$ cat config.mk
export PLATFORM = sky130hd
export DESIGN_NAME = ulpi_reg_read
export DESIGN_NICKNAME = d
export VERILOG_FILES = /design/src/rtl/ulpi_reg_read.sv
export SDC_FILE = /design/constraint.sdc
export NUM_CORES = 1
export LEC_CHECK = 0
export CAP_MARGIN = 20
export CORE_AREA = 5 5 79 74
export DETAILED_ROUTE_END_ITERATION = 6
export DIE_AREA = 0 0 84 79
export GPL_TIMING_DRIVEN = 0
export SLEW_MARGIN = 15
export SYNTH_ARGS = -nofsm -noshare
export SYNTH_HDL_FRONTEND = slang
export SYNTH_SLANG_ARGS = --single-unit
$ cat constraint.sdc
create_clock -name clk -period 4.4 [get_ports clk]
set_input_delay 0.88 -clock clk [delete_from_list [all_inputs] [get_ports clk]]
set_output_delay 0.88 -clock clk [all_outputs]
set_load 0.005 [all_outputs]
$ cat src/rtl/ulpi_reg_read.sv
// ULPI immediate register read engine: sends a register-read TX CMD, turns the
// bus around, captures the returned byte and reports DONE or ERROR.
module ulpi_reg_read #(
  parameter int MAX_RETRY    = 3,
  parameter int TURN_TIMEOUT = 4
) (
  input  logic       clk,
  input  logic       rst,
  input  logic       READ_DATA,
  input  logic [5:0] ADDR,
  output logic [7:0] DATA,
  output logic       DONE,
  output logic       ERROR,
  output logic       BUSY,
  input  logic       DIR,
  input  logic       NXT,
  output logic       STP,
  input  logic [7:0] ULPI_DATA_IN,
  output logic [7:0] ULPI_DATA_OUT,
  output logic       ULPI_DATA_OE,
  output logic [2:0] state_dbg
);

  // Handshake: READ_DATA is a request strobe accepted on any edge where BUSY=0;
  // exactly one of DONE/ERROR pulses for one cycle per accepted request.

  localparam int RW = $clog2(MAX_RETRY + 2);
  localparam int TW = $clog2(TURN_TIMEOUT + 1);

  typedef enum logic [2:0] {
    IDLE     = 3'd0,
    WAIT_BUS = 3'd1,
    TXCMD    = 3'd2,
    TURN_IN  = 3'd3,
    READ     = 3'd4,
    TURN_OUT = 3'd5
  } state_t;

  state_t        state, state_d;
  logic [5:0]    addr_q, addr_d;
  logic [RW-1:0] retry_q, retry_d, retry_inc;
  logic [TW-1:0] tmo_q, tmo_d, tmo_inc;
  logic [7:0]    data_d, out_d;
  logic          done_d, error_d, busy_d, oe_d, abort;

  assign retry_inc = retry_q + 1'b1;
  assign tmo_inc   = tmo_q + 1'b1;
  assign state_dbg = state;

  always_comb begin
    state_d = state;
    addr_d  = addr_q;
    retry_d = retry_q;
    tmo_d   = tmo_q;
    data_d  = DATA;
    done_d  = 1'b0;
    error_d = 1'b0;
    busy_d  = BUSY;
    out_d   = ULPI_DATA_OUT;
    oe_d    = ULPI_DATA_OE;
    abort   = 1'b0;
    case (state)
      IDLE: begin
        busy_d = 1'b0;
        oe_d   = 1'b0;
        out_d  = 8'h00;
        if (READ_DATA) begin
          addr_d  = ADDR;
          busy_d  = 1'b1;
          retry_d = '0;
          if (!DIR) begin
            state_d = TXCMD;
            out_d   = {2'b11, ADDR};
            oe_d    = 1'b1;
          end else begin
            state_d = WAIT_BUS;
          end
        end
      end
      WAIT_BUS: begin
        oe_d  = 1'b0;
        out_d = 8'h00;
        if (!DIR) begin
          state_d = TXCMD;
          out_d   = {2'b11, addr_q};
          oe_d    = 1'b1;
        end
      end
      TXCMD: begin
        if (DIR) begin
          abort = 1'b1;
        end else if (NXT) begin
          state_d = TURN_IN;
          oe_d    = 1'b0;
          out_d   = 8'h00;
          tmo_d   = '0;
        end
      end
      TURN_IN: begin
        if (DIR) begin
          if (NXT) abort = 1'b1;
          else     state_d = READ;
        end else begin
          tmo_d = tmo_inc;
          if (tmo_inc == TW'(TURN_TIMEOUT)) begin
            error_d = 1'b1;
            busy_d  = 1'b0;
            state_d = IDLE;
          end
        end
      end
      READ: begin
        if (DIR) begin
          data_d  = ULPI_DATA_IN;
          done_d  = 1'b1;
          state_d = TURN_OUT;
        end else begin
          abort = 1'b1;
        end
      end
      TURN_OUT: begin
        if (!DIR) begin
          state_d = IDLE;
          busy_d  = 1'b0;
        end
      end
      default: begin
        state_d = IDLE;
        busy_d  = 1'b0;
        oe_d    = 1'b0;
        out_d   = 8'h00;
      end
    endcase

    // Any abort releases the bus at once; retries go back through WAIT_BUS.
    if (abort) begin
      oe_d    = 1'b0;
      out_d   = 8'h00;
      retry_d = retry_inc;
      if (retry_inc > RW'(MAX_RETRY)) begin
        error_d = 1'b1;
        busy_d  = 1'b0;
        state_d = IDLE;
      end else begin
        state_d = WAIT_BUS;
      end
    end
  end

  always_ff @(posedge clk or posedge rst) begin
    if (rst) begin
      state         <= IDLE;
      addr_q        <= 6'h00;
      retry_q       <= '0;
      tmo_q         <= '0;
      DATA          <= 8'h00;
      DONE          <= 1'b0;
      ERROR         <= 1'b0;
      BUSY          <= 1'b0;
      STP           <= 1'b0;
      ULPI_DATA_OUT <= 8'h00;
      ULPI_DATA_OE  <= 1'b0;
    end else begin
      state         <= state_d;
      addr_q        <= addr_d;
      retry_q       <= retry_d;
      tmo_q         <= tmo_d;
      DATA          <= data_d;
      DONE          <= done_d;
      ERROR         <= error_d;
      BUSY          <= busy_d;
      STP           <= 1'b0;
      ULPI_DATA_OUT <= out_d;
      ULPI_DATA_OE  <= oe_d;
    end
  end

endmodule

==> run_results.csv, run 1 <==
group,metric,value,unit
run_status,status,"complete, no violations",
global_route,antenna_found_initial,0,
detailed_routing,postRouteAntennaNets,0,
timing,fin_crit_sh,50.0,%
detailed_routing,routed_wl,3.83,mm
clock_network,numClockSinks,33,
clock_network,tritoncts,"done",
clock_network,clockBufferDepth,2,
worst_setup_path,required,4.57,ns
floorplanning,core_area,5000,sq um
pwr,total_power,1.24,mW
timing,final-setup-viol-count,0,
synthesis,yosysMostFrequentCell,"dfrtp_1",
cells_and_area,nets,209,
synthesis,yosys_warnings,0,
synthesis,postSynthCellCount,138,
clock_network,h-tree-depth,2,
timing,tightest_slew,0.710,ns
synthesis,synth_area_per_cell,11.9,sq um
worst_setup_path,cp-start-kind,"primary input",
worst_setup_path,critPathKind,"in2reg",
clock_network,cts_resized,0,
synthesis,netlist_area,1640,sq um
detailed_routing,drt_iter0_markers,42,
clock_network,root_buffer,"clkbuf_8",
worst_setup_path,end_kind,"flip-flop",
detailed_routing,vias,1227,
pwr,p_leak,1.01,nW
timing,min_period,2.20,ns
synthesis,yosys.area.top_type_share,50.2,%
floorplanning,die-area,6640,sq um
synthesis,synth_top_area_cell,"dfrtp_1",
worst_setup_path,crit_arrival,2.37,ns
worst_setup_path,critPathMaxFanout,10,
timing,finalClockSkew,0.00243,ns
floorplanning,rows,25,
placed_design,dp_hpwl,2.88,mm
cells_and_area,antenna_cells,0,
floorplanning,fp.dieW,84,um
floorplanning,pin_count,43,
detailed_routing,vias_per_cell,4.83,
job,max_cap_viol_count,0,
synthesis,ys_types,41,
pwr,power.density,560,nW/um^2
hold_path,hold_path.class,"reg2reg",
timing,final.setup.tns,0,ns
timing,rsz0062_at_grt,"no",
detailed_routing,routedWlPerCell,15.1,um
detailed_routing,first_pass_iters,4,
floorplanning,initial_core_util,32.9,%
pwr,ir_drop,0.000237,V
placed_design,place_congestion,0.805,
floorplanning,die_h,79,um
global_route,grt_max_degree,34,
timing,clock.fmax,454,MHz
synthesis,async_flop_share,100,%
synthesis,synth_fp_nets,161,
clock_network,cts_buffers,5,
clock_network,clock_latency,0.29,ns
clock_network,clk_pin_slew,0.06,ns
clock_network,post-cts-setup-buffer-count,0,
synthesis,synth.area.top_cells,"dfrtp_1 50%, mux2_2 9.6%, a22o_1 4.3%",
synthesis,synth_edf_count,0,
placed_design,portBuffers,41,
cells_and_area,n_fill_cell,478,
global_route,grt_usage,12.6,%
cells_and_area,drive_above_1_share,23.0,%
synthesis,synth_common_cells,"33 x dfrtp_1, 14 x mux2_2, 8 x a22o_1",
detailed_routing,route.detailed.drc,0,
clock_network,hold_buffers,0,
synthesis,synth_ff_type,"dfrtp_1",
cells_and_area,area_delta_synth_final,35.1,%
global_route,grt_pass1_vias,1393,
global_route,grt_overflow,0,
timing,maxSlewViolCount,0,
synthesis,synth-seq-area-share,50.2,%
timing,max-slew-margin-rel,52.6,%
global_route,grt_pass1_wl,6.65,mm
synthesis,ys_ff_latch,33,
timing,hold_viol,0,
[registers in the layout, summed over array words and instances, names as in the netlist]
register,cells
ULPI_DATA_OUT,6
state_dbg,3
DONE,1
retry_q,3
ERROR,1
BUSY,1
DATA,8
addr_q,6
tmo_q,3
ULPI_DATA_OE,1
[report_power, final]
part           switching [mW]  leakage [nW]  internal [mW]  total (mW)
clock                   0.111        0.0450          0.109       0.220
sequential             0.0779         0.423          0.421       0.499
combinational           0.221         0.539          0.305       0.525
total                   0.409          1.01          0.835        1.24
[layer usage]
| metal | track usage, % | wire length, um |
|---|---|---|
| met1 | 14.7 | 1670 |
| met2 | 21.4 | 1860 |
| met3 | 3.84 | 217 |
| met4 | 5.63 | 76 |
| met5 | 0 | 0 |
[layout by cell type, fill, tap and decap left out, types with 2 or more instances in the layout]
cell type	Yosys	layout
and3_1	2	2
clkbuf_8	0	5
nor3_1	2	2
o21ai_1	2	2
clkinv_2	0	2
nor2b_1	2	2
o31ai_1	2	2
buf_6	3	3
o21ai_0	5	5
buf_4	3	3
o211ai_1	2	2
nor2_1	5	5
nor2_4	2	2
mux2_2	14	14
a21oi_1	6	6
inv_1	4	3
xor2_1	2	2
clkdlybuf4s50_1	0	41
nand2_1	5	5
ha_1	4	4
a22o_1	8	8
clkbuf_1	1	2
a32o_1	2	2
nand3_1	2	2
dfrtp_1	33	33
buf_2	4	4
a21o_1	6	6
[stage by stage]
| stage | area, sq um | std cells | hold slack [ns] | setup WS (ns) | util, % |
|---|---|---|---|---|---|
| finish | 2220 | 254 | 0.484 | 2.20 | 44.4 |
| global route | 2220 | 254 | 0.513 | 2.12 | 44.4 |
| CTS | 2220 | 254 | 0.489 | 2.18 | 44.4 |
| detailed placement | 2140 | 246 | 0.465 | 1.91 | 42.7 |
| global placement | 2140 | 246 | 0.463 | 1.95 | 42.7 |
| floorplan | 1640 | 138 | 0.473 | 2.62 | - |
[cell families (layout without fill, tap and decap cells)]
logic type / after synthesis / in the layout / synth area share (%)
flip-flops: 33 / 33 / 50.2
other: 1 / 1 / 0.228
adder cells (fa/ha/maj): 4 / 4 / 3.04
buffers and inverters: 16 / 65 / 6.16
XOR/XNOR: 2 / 2 / 1.07
AND/OR/NAND/NOR: 30 / 30 / 11.7
AO/OA/AOI/OAI: 38 / 38 / 18.0
multiplexers: 14 / 14 / 9.59
[layout make-up]
type,count,area [sq um],area share (%)
flip-flops and latches,33,826,37.2
multi-input cells,89,717,32.3
repair buffers,41,410,18.5
well taps,67,83.8,3.77
plain buffers,11,80.1,3.61
clock buffers,6,72.6,3.27
inverters,5,21.3,0.958
clock inverters,2,10.0,0.451
[critical path, cell delays in order]
cell and delay [ns]:
clkdlybuf4s50_1 0.58, buf_6 0.17, and3_1 0.16, buf_2 0.22
mux2_2 0.36
[final timing paths]
check	depth (start not counted)	end	start	slack, ns
max	5	DATA[1]$_DFFE_PP0P_	DIR	2.20
min	1	ULPI_DATA_OUT[3]$_DFFE_PP0P_	ULPI_DATA_OUT[3]$_DFFE_PP0P_	0.48
max reg2reg	5	DATA[1]$_DFFE_PP0P_	state_dbg[0]$_DFFE_PP0P_	2.78
min reg2reg	1	ULPI_DATA_OUT[3]$_DFFE_PP0P_	ULPI_DATA_OUT[3]$_DFFE_PP0P_	0.48
max in group asynchronous	2	retry_q[1]$_DFFE_PP0P_	rst	2.92
min in group asynchronous	2	DATA[4]$_DFFE_PP0P_	rst	1.03
Power figures use the tool's default switching activity.
==> run 2, diff against run 1 <==
==> constraint.sdc (replaced) <==
create_clock -name clk -period 2.1 [get_ports clk]
set_input_delay 0.42 -clock clk [delete_from_list [all_inputs] [get_ports clk]]
set_output_delay 0.42 -clock clk [all_outputs]
set_load 0.005 [all_outputs]
==> results of run 2 <==
Same layout as run 1 (identical final DEF). Status: complete, no violations.
Main changes from that run: setup slack after placement 1.91 ns -> 0.0714 ns; setup slack after layout 2.20 ns -> 0.359 ns; register-to-register setup slack 2.78 ns -> 0.48 ns; total power 1.24 mW -> 2.61 mW; worst IR drop on VDD 0.000237 V -> 0.000497 V
==> run 3, diff against run 2 <==
==> constraint.sdc (replaced) <==
create_clock -name clk -period 1.8 [get_ports clk]
set_input_delay 0.36 -clock clk [delete_from_list [all_inputs] [get_ports clk]]
set_output_delay 0.36 -clock clk [all_outputs]
set_load 0.005 [all_outputs]
==> run_results.csv, run 3 (synthesis results as in run 1) <==
group,metric,value,unit
run_status,status,"complete, no violations",
pwr,ir_drop,0.000581,V
clock_network,h-tree-depth,2,
cells_and_area,largestRegisters,"DATA x8, ULPI_DATA_OUT x6, addr_q x6",
cells_and_area,regMostFlops,"DATA",
cells_and_area,final_cells,254,
hold_path,hold_path.class,"reg2reg",
clock_network,hold_buffers,0,
detailed_routing,vias,1227,
detailed_routing,route.detailed.drc,0,
timing,rsz0062_at_grt,"no",
worst_setup_path,cp_slowest_cell,"clkdlybuf4s50_1",
cells_and_area,area_delta_synth_final,35.1,%
global_route,grt_pass1_vias,1393,
pwr,p_leak,1.01,nW
timing,max-slew-margin-rel,52.6,%
global_route,grt_pass1_wl,6.65,mm
cells_and_area,antenna_cells,0,
cells_and_area,largest_reg_flops,8,
detailed_routing,routed_wl,3.82,mm
timing,hold_viol,0,
global_route,grt_overflow,0,
detailed_routing,first_pass_iters,4,
detailed_routing,vias_per_cell,4.83,
detailed_routing,postRouteAntennaNets,0,
clock_network,numClockSinks,33,
worst_setup_path,critPathKind,"in2reg",
worst_setup_path,cp-start-kind,"primary input",
floorplanning,rows,25,
pwr,power.density,1370,nW/um^2
timing,maxSlewViolCount,0,
global_route,antenna_found_initial,0,
timing,layout_setup_ws,0.117,ns
cells_and_area,final_common_cell,"clkdlybuf4s50_1",
detailed_routing,drt_iter0_markers,42,
worst_setup_path,critical_path.top_delay_family,"buffers and inverters",
detailed_routing,wirelength_met1,1.67,mm
worst_setup_path,crit_arrival,1.85,ns
floorplanning,pin_count,43,
worst_setup_path,end_kind,"flip-flop",
placed_design,portBuffers,41,
clock_network,root_buffer,"clkbuf_8",
placed_design,dp_slack,-0.169,ns
clock_network,clk_pin_slew,0.06,ns
cells_and_area,n_fill_cell,478,
cells_and_area,final_util,44.4,%
worst_setup_path,cp.buffers_inverters,3,
detailed_routing,top_layer_used,"met4",
timing,finalClockSkew,0.00181,ns
cells_and_area,nets,209,
timing,final-setup-viol-count,0,
detailed_routing,met2WireLength,1.86,mm
timing,min_period,1.68,ns
worst_setup_path,cpPeakStageDelay,0.58,ns
floorplanning,initial_core_util,32.9,%
floorplanning,die_h,79,um
worst_setup_path,cp_cell_sequence,"clkdlybuf4s50_1 > buf_6 > and3_1 > buf_2 > mux2_2",
cells_and_area,seq_area,826,sq um
global_route,grt_max_degree,34,
global_route,grt_usage,12.6,%
cells_and_area,multi_input_area,717,sq um
floorplanning,die-area,6640,sq um
timing,final.setup.tns,0,ns
timing,tightest_slew,0.710,ns
clock_network,tritoncts,"done",
clock_network,cts_buffers,5,
clock_network,clockBufferDepth,2,
cells_and_area,final_cell_mix,"41 x clkdlybuf4s50_1, 33 x dfrtp_1, 14 x mux2_2",
detailed_routing,route.met3.wl,217,um
floorplanning,core_area,5000,sq um
worst_setup_path,required,1.97,ns
floorplanning,fp.dieW,84,um
timing,clock.fmax,594,MHz
placed_design,dpl.cell_count,246,
job,max_cap_viol_count,0,
timing,fin_crit_sh,93.5,%
cells_and_area,stdcell_area,2220,sq um
placed_design,place_area,2140,sq um
detailed_routing,routedWlPerCell,15.1,um
worst_setup_path,critPathMaxFanout,10,
placed_design,place_congestion,0.805,
placed_design,dp_hpwl,2.88,mm
clock_network,clock_latency,0.29,ns
clock_network,post-cts-setup-buffer-count,0,
cells_and_area,drive_above_1_share,23.0,%
-- run 3: cell types whose count changed in the layout (fill, tap and decap cells not counted) --
cell	change
o311ai_0	-1
o311ai_1	+1
-- run 3: path summary, 6_finish.rpt --
| check | from | to | slack, ns | cells after the start |
|---|---|---|---|---|
| setup / recovery | DIR | DATA[1]$_DFFE_PP0P_ | 0.12 | 5 |
| hold / removal | ULPI_DATA_OUT[3]$_DFFE_PP0P_ | ULPI_DATA_OUT[3]$_DFFE_PP0P_ | 0.48 | 1 |
| setup reg to reg | state_dbg[0]$_DFFE_PP0P_ | DATA[1]$_DFFE_PP0P_ | 0.18 | 5 |
| hold reg to reg | ULPI_DATA_OUT[3]$_DFFE_PP0P_ | ULPI_DATA_OUT[3]$_DFFE_PP0P_ | 0.48 | 1 |
| max in group asynchronous | rst | retry_q[1]$_DFFE_PP0P_ | 0.84 | 2 |
| min in group asynchronous | rst | DATA[4]$_DFFE_PP0P_ | 0.51 | 2 |
-- run 3: area by class of cell --
| class | count | area share [%] |
|---|---|---|
| timing repair buffer | 41 | 18.5 |
| multi-input combinational | 89 | 32.3 |
| tap | 67 | 3.77 |
| buffer | 11 | 3.61 |
| clock buffer | 6 | 3.27 |
| clock inverter | 2 | 0.451 |
| inverter | 5 | 0.958 |
| sequential | 33 | 37.2 |
-- run 3: per-layer routing --
layer / GRT usage [%] / vias up
met5: 0 / -
met4: 5.63 / 0
met3: 3.84 / 9
met2: 21.4 / 29
met1: 14.7 / 597
li1: - / 592
-- run 3: what timing repair did --
action | in CTS | in global routing
gates resized for setup | 0 | 1
endpoints found under the hold margin | 0 | 0
endpoints found under the setup margin | 0 | 1
-- run 3: through the flow --
stage / power (mW) / hold WS [ns]
after global routing: 3.27 / 0.513
after detailed placement: 2.53 / 0.465
after global placement: 2.46 / 0.463
after floorplan: 1.94 / 0.473
after CTS: 3.08 / 0.489
final: 3.04 / 0.484
-- run 3: power by group --
group	switching, mW	total, mW	internal, mW
Combinational	0.541	1.29	0.746
Clock	0.269	0.536	0.268
Sequential	0.191	1.22	1.03
-- run 3: worst reg2reg max path, cell delays in order (launching register included) --
cell and delay [ns]:
dfrtp_1 0.38, buf_2 0.18, nor2_4 0.18, and3_1 0.19, buf_2 0.22, mux2_2 0.36
